===== config.mk =====
export PLATFORM = sky130hd
export DESIGN_NAME = hazard_fwd_unit
export DESIGN_NICKNAME = d
export VERILOG_FILES = /design/src/rtl/hazard_fwd_unit.sv
export SDC_FILE = /design/constraint.sdc
export NUM_CORES = 1
export LEC_CHECK = 0
export ABC_CLOCK_PERIOD_IN_PS = 3200
export BUFFER_PORTS_ARGS = -buffer_cell sky130_fd_sc_hd__buf_2
export CORE_MARGIN = 2
export CORE_UTILIZATION = 45
export CTS_BUF_LIST = sky130_fd_sc_hd__clkbuf_4
export CTS_CLUSTER_SIZE = 20
export DETAILED_ROUTE_END_ITERATION = 10
export MAX_ROUTING_LAYER = met4
export PLACE_DENSITY = 0.72
export SLEW_MARGIN = 20
export SYNTH_ARGS = -nofsm -noshare
export SYNTH_HDL_FRONTEND = slang
export SYNTH_SLANG_ARGS = --single-unit

===== constraint.sdc =====
create_clock -name clk -period 3.2 [get_ports clk]
set_input_delay 0.16 -clock clk [delete_from_list [all_inputs] [get_ports clk]]
set_output_delay 0.16 -clock clk [all_outputs]
set_load 0.005 [all_outputs]

===== src/rtl/hazard_fwd_unit.sv =====
// Hazard and forwarding controller for the 5-stage RV32 pipeline.
// A shadow scoreboard tracks the register writers that sit in the post-ID stages.
// From it the block derives the EX operand-forward selects, the load-use stall and
// the taken-branch flush.
module hazard_fwd_unit #(
   parameter int unsigned REG_AW     = 5,
   parameter int unsigned NFWD       = 2,
   parameter int unsigned LOAD_STAGE = 2,
   parameter int unsigned CNT_W      = 16,
   parameter int unsigned SEL_W      = $clog2(NFWD + 1)
) (
   input  logic              clk,
   input  logic              reset,
   input  logic              id_valid,
   input  logic [REG_AW-1:0] id_rs1,
   input  logic [REG_AW-1:0] id_rs2,
   input  logic              id_use_rs1,
   input  logic              id_use_rs2,
   input  logic [REG_AW-1:0] id_rd,
   input  logic              id_regwrite,
   input  logic              id_memread,
   input  logic              ex_redirect,
   output logic              stall_if,
   output logic              bubble_ex,
   output logic              flush_if_id,
   output logic [SEL_W-1:0]  ex_fwd_a_sel,
   output logic [SEL_W-1:0]  ex_fwd_b_sel,
   output logic [CNT_W-1:0]  stall_count,
   output logic [CNT_W-1:0]  flush_count
);

   // Scoreboard slot k mirrors the pipeline register after stage k (1 = EX, 2 = MEM, ...)
   logic [NFWD:1]     slot_valid;
   logic [NFWD:1]     slot_rw;
   logic [NFWD:1]     slot_mr;
   logic [REG_AW-1:0] slot_rd [1:NFWD];

   logic [SEL_W-1:0]  prod_a;
   logic [SEL_W-1:0]  prod_b;
   logic              lu_a;
   logic              lu_b;
   logic              stall_raw;

   // Producer search: scan oldest to youngest so the youngest match is the one that remains
   always_comb begin
      prod_a = '0;
      prod_b = '0;
      lu_a   = 1'b0;
      lu_b   = 1'b0;
      for (int unsigned j = NFWD; j >= 1; j--) begin
         if (id_valid && id_use_rs1 && id_rs1 != '0 &&
             slot_valid[j] && slot_rw[j] && slot_rd[j] == id_rs1) begin
            prod_a = SEL_W'(j);
            lu_a   = slot_mr[j] && (j < LOAD_STAGE);
         end
         if (id_valid && id_use_rs2 && id_rs2 != '0 &&
             slot_valid[j] && slot_rw[j] && slot_rd[j] == id_rs2) begin
            prod_b = SEL_W'(j);
            lu_b   = slot_mr[j] && (j < LOAD_STAGE);
         end
      end
      stall_raw = lu_a || lu_b;
   end

   // Pipeline control: a redirect overrides a load-use stall; all controls are quiet in reset
   always_comb begin
      stall_if    = 1'b0;
      bubble_ex   = 1'b0;
      flush_if_id = 1'b0;
      if (!reset) begin
         if (ex_redirect) begin
            flush_if_id = 1'b1;
            bubble_ex   = 1'b1;
         end else if (stall_raw) begin
            stall_if  = 1'b1;
            bubble_ex = 1'b1;
         end
      end
   end

   // Scoreboard shift, forward-select registers and saturating event counters
   always_ff @(posedge clk) begin
      if (reset) begin
         slot_valid   <= '0;
         slot_rw      <= '0;
         slot_mr      <= '0;
         for (int unsigned k = 1; k <= NFWD; k++) begin
            slot_rd[k] <= '0;
         end
         ex_fwd_a_sel <= '0;
         ex_fwd_b_sel <= '0;
         stall_count  <= '0;
         flush_count  <= '0;
      end else begin
         for (int unsigned k = NFWD; k >= 2; k--) begin
            slot_valid[k] <= slot_valid[k-1];
            slot_rw[k]    <= slot_rw[k-1];
            slot_mr[k]    <= slot_mr[k-1];
            slot_rd[k]    <= slot_rd[k-1];
         end
         slot_valid[1] <= id_valid && !bubble_ex;
         slot_rw[1]    <= id_regwrite;
         slot_mr[1]    <= id_memread;
         slot_rd[1]    <= id_rd;

         if (bubble_ex) begin
            ex_fwd_a_sel <= '0;
            ex_fwd_b_sel <= '0;
         end else begin
            ex_fwd_a_sel <= prod_a;
            ex_fwd_b_sel <= prod_b;
         end

         if (ex_redirect) begin
            if (flush_count != '1) flush_count <= flush_count + CNT_W'(1);
         end else if (stall_raw) begin
            if (stall_count != '1) stall_count <= stall_count + CNT_W'(1);
         end
      end
   end

endmodule


==> metrics.csv <==
stage,metric,value,unit
status,run status,finished clean,
die,cell row count,26,
grt,overall fraction of global-route tracks in use,0.1805,
worst_setup_path,CP arrival,2.66,ns
worst_setup_path,CP endpoint kind,register,
worst_setup_path,worst reg-to-reg setup slack,0.81,ns
worst_setup_path,Startpoint Class,register,
synthesis,cell area after technology mapping,2361,um^2
drt,number of vias after detailed routing,2010,
layout,area delta synth->final,17.96,%
power_and_ir_drop,combinational cell fraction of total power,0.078,
power_and_ir_drop,worst vdd ir,0.0002822,V
placed_design,Area after DPL,2713,um^2
power_and_ir_drop,leakage,1.157,nW
sta,least setup slack across all paths after layout,0.8090,ns
worst_setup_path,Max Fanout on Critical Path,25,
sta,relative slew slack,0.3833,
sta,share of the clock period used by the worst path after layout,0.7472,
placed_design,Setup WS pre-CTS,0.8491,ns
power_and_ir_drop,net switching power of the design,0.2439,mW
synthesis,average instance area after synthesis,9.116,um^2
clocking,depth of the CTS H-tree,2,
worst_setup_path,FF-to-FF End,stall_count[2],
synthesis,count of flip-flops with a built-in enable after synthesis,0,
synthesis,cell with the most instances after synthesis,sky130_fd_sc_hd__dfxtp_1,
grt,number of global-route vias before repair,1853,
worst_setup_path,class of the most critical setup path,reg -> reg,
sta,worst clock skew,0.009110,ns
drt,Iter 0 DRT Violations,120,
hold_path,hold depth,2,
clocking,count of instances resized after the clock tree is built,0,
hold_path,startpoint of the most critical hold path,id_regwrite,
layout,number of nets in the layout,347,
placed_design,number of buffers added on ports,61,
sta,number of hold-slack violations in the final timing report,0,
placed_design,instance count after placement with tap cells included,383,
layout,number of diodes,0,
worst_setup_path,reg-to-reg startpoint,stall_count[0],
grt,wire length of the first global-routing pass,8431,um
hold_path,hold worst-path end,slot_rw[1],
synthesis,Synth Instances,259,
grt,maximum number of pins on one net before global-route repair,54,
power_and_ir_drop,Sw Ratio,0.2394,
drt,average vias per placed instance,5.115,
placed_design,half-perimeter wire length after detailed placement,3595,um
sta,setup repair after global routing missed its margin,no,
grt,number of antenna violations at the first check in global routing,0,
synthesis,total of warnings raised by yosys,0,
worst_setup_path,worst reg-to-reg path cell count,7,
layout,share of layout cells above drive strength 1,0.2291,
power_and_ir_drop,clock share of power,0.277,
die,Core Box Area,5075,um^2
sta,achievable frequency,418.2,MHz
sta,worst hold slack,0.01293,ns
hold_path,path type of the worst min-delay path,in -> reg,
synthesis,synthesized flop and latch total,51,
clocking,CTS hold repair buffers,2,
sta,setup tns final,0,ns
synthesis,unique cell type count in the Yosys netlist,34,
clocking,buffer cell driving the clock tree root,sky130_fd_sc_hd__clkbuf_4,
die,Die X-Extent,76.44,um
layout,filler-free cell count of the finished design,393,
sta,number of max-slew violations in the final report,0,
layout,final cell area excluding filler cells,2785,um^2
drt,average wire per standard cell,12.64,um
die,Vert. Die Dim,76.44,um
sta,transition time of the tightest slew-check pin,0.9250,ns
drt,Final ANT Viol Nets,0,
drt,number of search-and-repair iterations in the first detailed-routing pass,4,
power_and_ir_drop,"sum of internal, switching and leakage power",1.019,mW
power_and_ir_drop,total power density per cell area,365.8,nW/um^2
synthesis,share of async-settable or async-resettable flops after synthesis,0,
layout,final cell utilization of the core,0.5488,
synthesis,"Seq/Total Area, Yosys",0.4324,
layout,Filler Cell Count,495,
drt,drc violations,0,
grt,final global-route overflow total,0,
synthesis,most used standard cells in the synthesized netlist,"sky130_fd_sc_hd__dfxtp_1, sky130_fd_sc_hd__nor2_1, sky130_fd_sc_hd__xor2_1, sky130_fd_sc_hd__nor2b_1",
synthesis,dominant register cell in the synthesized netlist,sky130_fd_sc_hd__dfxtp_1,
placed_design,placer congestion estimate,0.7906,
die,Initial Util,0.4652,
drt,Post-Route WL,4969,um
clocking,TritonCTS buffer count,5,
clocking,clock tree from TritonCTS,done,
die,overall die area,5842,um^2
clocking,source-to-sink clock delay at the later pin of the worst-skew pair,0.36,ns
clocking,clock net sink count,51,
die,number of top-level pins,62,
power_and_ir_drop,Internal Dissipation,0.7749,mW
flow_run,reported max-cap violation count,0,
worst_setup_path,"Req. time, crit path",3.47,ns
synthesis,largest area contributor in the netlist,sky130_fd_sc_hd__dfxtp_1,
synthesis,"Net Count, Synth",284,
clocking,clock transition at the registers of the reported paths,0.14,ns
clocking,Bufs on Longest Clock Path,2,
synthesis,top-area cell type share of the netlist area,0.4324,
power_and_ir_drop,sequential share of power,0.645,
sta,final count of negative-setup-slack endpoints,0,
synthesis,Area contributors post-synth,"sky130_fd_sc_hd__dfxtp_1, sky130_fd_sc_hd__xor2_1, sky130_fd_sc_hd__nor2b_1, sky130_fd_sc_hd__xnor2_1, sky130_fd_sc_hd__nor2_1",
clocking,buffer count from post-CTS setup fixing,0,
sta,Final Critical Period,2.391,ns
-- cells by family (layout without fill, tap and decap cells) --
group	after synthesis	after routing	synth area share
simple gates	124	124	0.2968
fa+ha+maj	2	2	0.01060
flops	51	51	0.4324
mux	5	5	0.02385
xor+xnor	35	35	0.1298
compound gates	32	32	0.08426
buf+inv	10	74	0.02226
-- critical path: stages (launching register included) --
cell and delay, ns:
sky130_fd_sc_hd__dfxtp_1 0.46, sky130_fd_sc_hd__ha_1 0.31, sky130_fd_sc_hd__nand3_1 0.10, sky130_fd_sc_hd__or4_1 0.54, sky130_fd_sc_hd__and3_1 0.23, sky130_fd_sc_hd__o21ai_4 0.22
sky130_fd_sc_hd__nor2_1 0.13, sky130_fd_sc_hd__mux2_4 0.31
-- state kept, by name, indices dropped and copies added, names as in the netlist --
signal,flops
ex_fwd_a_sel,2
ex_fwd_b_sel,2
flush_count,16
slot_mr,1
slot_rd,10
slot_rw,2
slot_valid,2
stall_count,16
-- power groups by stage --
stage / Sequential (mW) / Combinational (mW) / Clock (mW)
finish: 0.657 / 0.0791 / 0.283
global route: 0.659 / 0.0887 / 0.319
CTS: 0.657 / 0.0800 / 0.291
detailed placement: 0.671 / 0.0776 / 0
global placement: 0.671 / 0.0757 / 0
floorplan: 0.669 / 0.0457 / 0
-- worst max path at each step --
stage                   start        endpoint  slack [ns]
5_1_grt        stall_count[0]  stall_count[2]        0.65
4_1_cts        stall_count[0]  stall_count[2]        0.83
3_3_place_gp   stall_count[0]  stall_count[2]        0.92
6_report       stall_count[0]  stall_count[2]        0.81
2_1_floorplan  stall_count[0]  stall_count[1]        1.02
3_5_place_dp   stall_count[0]  stall_count[2]        0.85
-- layer usage --
| metal | vias to the layer above | share of wire | GRT usage |
|---|---|---|---|
| met5 | - | 0 | - |
| met3 | 4 | 0.040 | 0.03791 |
| met2 | 46 | 0.48 | 0.3053 |
| met1 | 916 | 0.47 | 0.2105 |
| li1 | 1044 | - | - |
| met4 | 0 | 0.0093 | 0.06909 |
-- final cells by class --
cell class,instances,area (um^2),share of cell area
well taps,70,87.58,0.03145
inverters,3,11.26,0.004043
repair buffers,63,325.3,0.1168
flip-flops and latches,51,1021,0.3666
clock buffers,6,45.04,0.01617
multi-input cells,198,1287,0.4623
clock inverters,2,7.507,0.002695
-- layout by cell type, fill, tap and decap left out, types with 7 or more instances in the layout --
cell type	instances
sky130_fd_sc_hd__xnor2_1	12
sky130_fd_sc_hd__o21ai_1	7
sky130_fd_sc_hd__nor2b_1	18
sky130_fd_sc_hd__nand2_1	14
sky130_fd_sc_hd__xor2_1	23
sky130_fd_sc_hd__dfxtp_1	51
sky130_fd_sc_hd__nand4_1	14
sky130_fd_sc_hd__nand3_1	13
sky130_fd_sc_hd__a21oi_1	14
sky130_fd_sc_hd__or3_1	10
sky130_fd_sc_hd__nor2_1	26
sky130_fd_sc_hd__buf_2	61
Power figures use the tool's default switching activity.
